==> config.mk <==
export PLATFORM = sky130hd
export DESIGN_NAME = hilo_div_ctrl
export DESIGN_NICKNAME = d
export VERILOG_FILES = /design/src/rtl/hilo_div_ctrl.sv
export SDC_FILE = /design/constraint.sdc
export NUM_CORES = 1
export LEC_CHECK = 0
export ABC_AREA = 1
export CELL_PAD_IN_SITES_DETAIL_PLACEMENT = 0
export CELL_PAD_IN_SITES_GLOBAL_PLACEMENT = 2
export CORE_MARGIN = 2
export CORE_UTILIZATION = 26
export DETAILED_ROUTE_END_ITERATION = 10
export PLACE_DENSITY_LB_ADDON = 0.1
export SETUP_SLACK_MARGIN = 0.5
export SYNTH_ARGS = -nofsm -noshare
export SYNTH_HDL_FRONTEND = slang
export SYNTH_SLANG_ARGS = --single-unit
export TNS_END_PERCENT = 1
==> constraint.sdc <==
create_clock -name clk -period 4.1 [get_ports clk]
set_input_delay 1.025 -clock clk [delete_from_list [all_inputs] [get_ports clk]]
set_output_delay 1.025 -clock clk [all_outputs]
set_load 0.005 [all_outputs]
==> src/rtl/hilo_div_ctrl.sv <==
// HI/LO register file and multi-cycle divider sequencer for the EX stage.
// Optional build macro DIV_FAST_EN: a divide by 1 completes in IDLE without the divider.
module hilo_div_ctrl #(
    parameter logic [31:0] HILO_RESET = 32'h0
) (
    input  logic        clk,
    input  logic        rst,
    input  logic        ex_valid,
    input  logic [2:0]  ex_op,
    input  logic [31:0] ex_rs,
    input  logic [31:0] ex_rt,
    input  logic        flush,
    output logic        stall_req,
    output logic [31:0] mf_data,
    output logic [31:0] hi,
    output logic [31:0] lo,
    output logic        div_start,
    output logic        div_cancel,
    output logic        div_signed,
    output logic [31:0] div_op1,
    output logic [31:0] div_op2,
    input  logic        div_ready,
    input  logic [63:0] div_result
);

    typedef enum logic [2:0] {
        OP_NONE = 3'b000,
        OP_DIV  = 3'b001,
        OP_DIVU = 3'b010,
        OP_MTHI = 3'b011,
        OP_MTLO = 3'b100,
        OP_MFHI = 3'b101,
        OP_MFLO = 3'b110
    } op_e;

    typedef enum logic [1:0] {
        IDLE = 2'd0,
        BUSY = 2'd1,
        DONE = 2'd2
    } state_e;

    state_e      state;
    logic [63:0] res_q;
    logic        is_div;
    logic        issue;
    logic        fast_hit;
    logic        issue_slow;

    assign is_div = (ex_op == OP_DIV) || (ex_op == OP_DIVU);
    assign issue  = (state == IDLE) && ex_valid && is_div && !flush;

`ifdef DIV_FAST_EN
    assign fast_hit = (ex_rt == 32'd1);
`else
    assign fast_hit = 1'b0;
`endif

    assign issue_slow = issue && !fast_hit;

    // Gated by rst so a squashed pipeline sees no stall while reset is held.
    assign stall_req = rst && (issue_slow || (state == BUSY));

    always_comb begin
        mf_data = 32'h0;
        if (ex_op == OP_MFHI)
            mf_data = hi;
        else if (ex_op == OP_MFLO)
            mf_data = lo;
    end

    // NOTE: every register here is assigned with <= so all updates see pre-edge values.
    always_ff @(posedge clk) begin
        if (!rst) begin
            state      <= IDLE;
            div_start  <= 1'b0;
            div_cancel <= 1'b0;
            div_signed <= 1'b0;
            div_op1    <= 32'h0;
            div_op2    <= 32'h0;
            res_q      <= 64'h0;
            hi         <= HILO_RESET;
            lo         <= HILO_RESET;
        end else begin
            div_cancel <= 1'b0;
            case (state)
                IDLE: begin
                    if (issue_slow) begin
                        div_op1    <= ex_rs;
                        div_op2    <= ex_rt;
                        div_signed <= (ex_op == OP_DIV);
                        div_start  <= 1'b1;
                        state      <= BUSY;
                    end else if (issue) begin
                        // Divisor of 1: quotient is the dividend, remainder is zero.
                        lo <= ex_rs;
                        hi <= 32'h0;
                    end else if (ex_valid && !flush) begin
                        if (ex_op == OP_MTHI)
                            hi <= ex_rs;
                        if (ex_op == OP_MTLO)
                            lo <= ex_rs;
                    end
                end
                BUSY: begin
                    if (flush) begin
                        div_cancel <= 1'b1;
                        div_start  <= 1'b0;
                        state      <= IDLE;
                    end else if (div_ready) begin
                        res_q     <= div_result;
                        div_start <= 1'b0;
                        state     <= DONE;
                    end
                end
                DONE: begin
                    // ex_op still names the retiring divide, so it is not decoded here.
                    if (!flush) begin
                        hi <= res_q[63:32];
                        lo <= res_q[31:0];
                    end
                    state <= IDLE;
                end
                default: state <= IDLE;
            endcase
        end
    end

endmodule

==> results of run 1 <==
==> tightest hold or removal path, delay by kind of cell, from the launching register on <==
family | cells | cell delay, ns
flip-flops | 1 | 0.30
AO/OA/AOI/OAI | 1 | 0.05
buffers and inverters | 1 | 0.05
==> power breakdown <==
part	internal, mW	switching [mW]	leakage [nW]
Clock	0.936	0.733	0.276
Sequential	1.97	0.0341	1.60
Combinational	0.273	0.250	3.09
Total	3.18	1.02	4.96
==> how the worst max path moves through the flow <==
stage | start | end | slack, ns
final | ex_op[0] | mf_data[14] | 0.43
after global routing | ex_op[0] | mf_data[21] | 0.29
after CTS | ex_op[0] | mf_data[12] | 0.39
after detailed placement | ex_op[2] | mf_data[15] | 0.33
after global placement | ex_op[2] | mf_data[13] | 0.33
after floorplan | ex_op[2] | stall_req | 1.07
==> metrics by stage <==
step	utilization (%)	instance area (sq um)	std cells	setup WS (ns)	hold WS (ns)
after detailed placement	36.41	11850	1926	0.3299	0.4387
after floorplan	-	8600	1256	1.071	0.4245
after global placement	36.41	11850	1926	0.3337	0.4342
final	38.18	12420	1957	0.4271	0.4477
after CTS	38.11	12400	1955	0.3917	0.4497
after global routing	38.17	12420	1955	0.2901	0.4626
==> layout by cell type (no fill, tap or decap), drive strengths merged <==
master         instances
a21oi                 46
inv                  152
nor3                   2
clkdlybuf4s50        295
clkbuf                24
dfxtp                197
nand2                131
dlygate4sd2            2
o21ai                205
nor2                 314
dlymetal6s2s           1
nand3                120
diode                  2
clkinv                 3
bufinv                 2
buf                   19
==> cell families (layout without fill, tap and decap cells) <==
| family | count (synthesis) | in the layout | share of synthesized area (%) |
|---|---|---|---|
| and+or+nand+nor | 567 | 567 | 27.51 |
| AOI/OAI and AO/OA | 251 | 251 | 14.61 |
| buffers and inverters | 241 | 498 | 12.02 |
| DFF | 197 | 197 | 45.86 |
| other | 0 | 2 | 0 |
==> sequential cells by signal (all words and copies together) (netlist names) <==
name / flops
res_q: 64
div_op1: 32
div_op2: 32
hi: 32
lo: 32
state: 2
div_cancel: 1
div_signed: 1
div_start: 1
==> cell type report <==
| class | instances | area (sq um) |
|---|---|---|
| antenna | 2 | 5.005 |
| inverter | 152 | 573.1 |
| clock inverter | 5 | 75.07 |
| timing repair buffer | 317 | 3167 |
| tap | 442 | 553.0 |
| sequential | 197 | 3944 |
| multi-input combinational | 818 | 3625 |
| fill | 3583 | 20110 |
| clock buffer | 24 | 481.7 |
==> what timing repair did <==
| action | 4_1_cts | 5_1_grt |
|---|---|---|
| gates resized for setup | 2 | 5 |
| setup endpoints to repair | 33 | 32 |
| endpoints found under the hold margin | 0 | 0 |
| hold buffers | 0 | 0 |
==> per-layer routing <==
metal  vias up  track usage, %  share of wire (%)
met2       217           23.99                 38
li1       4431               -                  -
met1      3617           27.63                 54
met3        21           5.811                7.6
met4         6           4.346               0.97
met5         -               0              0.093
==> run summary, run 1 <==
Post-synth ARST share -> 0%
Mean Syn Cell Area -> 6.847 sq um
vias in the first global route -> 7939
GPL Wtd Cong -> 0.8055
Total Die Area -> 0.03455 sq mm
die height -> 185.9 um
Max VDD drop -> 0.2493 mV
max_slew headroom -> 44.88%
Design Power -> 4.194 mW
share of the synthesized area in the top cell type -> 45.86%
R2R Setup Slk -> 1.82 ns
crit path max fanout -> 22
register area share after synthesis -> 45.86%
most frequent CP cell -> clkdlybuf4s50_1
dpl hpwl -> 22330 um
worst reg2reg path depth -> 10
post-route ant nets -> 0
setup TNS -> 0 ns
DRC -> 0
Worst EP arrival -> 2.65 ns
Final Hold Vio Count -> 0
synth warn -> 0
layout cell share with drive strength beyond 1 -> 4.230%
largest net degree at the start of global routing -> 193
global-route wire length before repair -> 47420 um
IO buf count -> 299
cell area power density -> 337.6 mW/mm^2
post-route minimum period -> 3.673 ns
clock skew -> 0.006072 ns
Post-synth EDFFs -> 0
cell with the most instances after synthesis -> nor2_1
synth cell count leaders -> nor2_1, dfxtp_1, o21ai_0
CTS tree -> yes
vias per cell -> 4.237
crit path buf inv count -> 4
num rows -> 66
status -> complete, no violations
Syn Std Cell Area -> 0.008599 sq mm
crit start category -> input port
hold path depth -> 2
worst-margin pin slew -> 0.8269 ns
Tot GR Track Use -> 18.10%
Hold WC Path Type -> reg -> reg
via count -> 8292
gr ovfl total -> 0
Mapped Cells -> 1256
Post-CTS Setup Repair Bufs -> 0
Top Ports -> 300
delay of the slowest critical-path stage -> 0.53 ns
Leak Pwr -> 4.964 nW
final setup violation count -> 0
Clk Latency, worst-skew pair -> 0.44 ns
H-tree depth -> 4
drt pass-1 iters -> 4
CP Depth -> 7
period utilization -> 89.58%
r2r endpoint -> hi[5]
Final nets -> 1639
Clock transition at path regs -> 0.07 ns
clk buf depth -> 2
slowest CP cell -> clkdlybuf4s50_1
WP data required -> 3.07 ns
Sink Count -> 197
main flop type after synthesis -> dfxtp_1
DRT iter0 DRCs -> 421
Peak Freq -> 272.3 MHz
total CTS buffers -> 17
synth unique cells -> 22
WHS Endpoint -> res_q[23]
drt total wl -> 31060 um
Synth area leader -> dfxtp_1
worst path cell trace -> clkdlybuf4s50_1 > inv_1 > nor2_2 > buf_12 > nand3_1 > o21ai_0 > clkdlybuf4s50_1
RSZ-0062 raised after global routing -> true
Core Footprint -> 0.03254 sq mm
CP Capture Type -> primary output
Syn Nets -> 1392
hold wc startpoint -> res_q[23]
Seq cells post-synth -> 197
CP Class -> in -> out
per-cell routed wire length -> 15.87 um
die width -> 185.9 um
Area Growth Syn to Fin -> 44.46%
top post-synthesis cells by area -> dfxtp_1, nor2_1, o21ai_0
worst r2r src -> state[0]
largest delay contributor family on the critical path -> buffers and inverters
Starting Density -> 26.43%
Slew Viols, Final -> 0
antenna violations before repair -> 7
CTS root buf -> clkbuf_16
maxcap violations -> 0
No activity file was read; power rests on OpenSTA's default activity.
==> inputs of run 2 (changes only) <==
--- a/config.mk
+++ b/config.mk
@@ -11,6 +11,7 @@
 export CORE_MARGIN = 2
 export CORE_UTILIZATION = 26
 export DETAILED_ROUTE_END_ITERATION = 10
+export HOLD_SLACK_MARGIN = 0.12
 export PLACE_DENSITY_LB_ADDON = 0.1
 export SETUP_SLACK_MARGIN = 0.5
 export SYNTH_ARGS = -nofsm -noshare
==> results of run 2 <==
Same layout as run 1: the final DEF is identical, and so are final timing and power.
==> inputs of run 3 (changes only) <==
--- a/config.mk
+++ b/config.mk
@@ -6,6 +6,7 @@
 export NUM_CORES = 1
 export LEC_CHECK = 0
 export ABC_AREA = 1
+export CAP_MARGIN = 5
 export CELL_PAD_IN_SITES_DETAIL_PLACEMENT = 0
 export CELL_PAD_IN_SITES_GLOBAL_PLACEMENT = 2
 export CORE_MARGIN = 2
==> results of run 3 <==
Same layout as run 1: the final DEF is identical, and so are final timing and power.
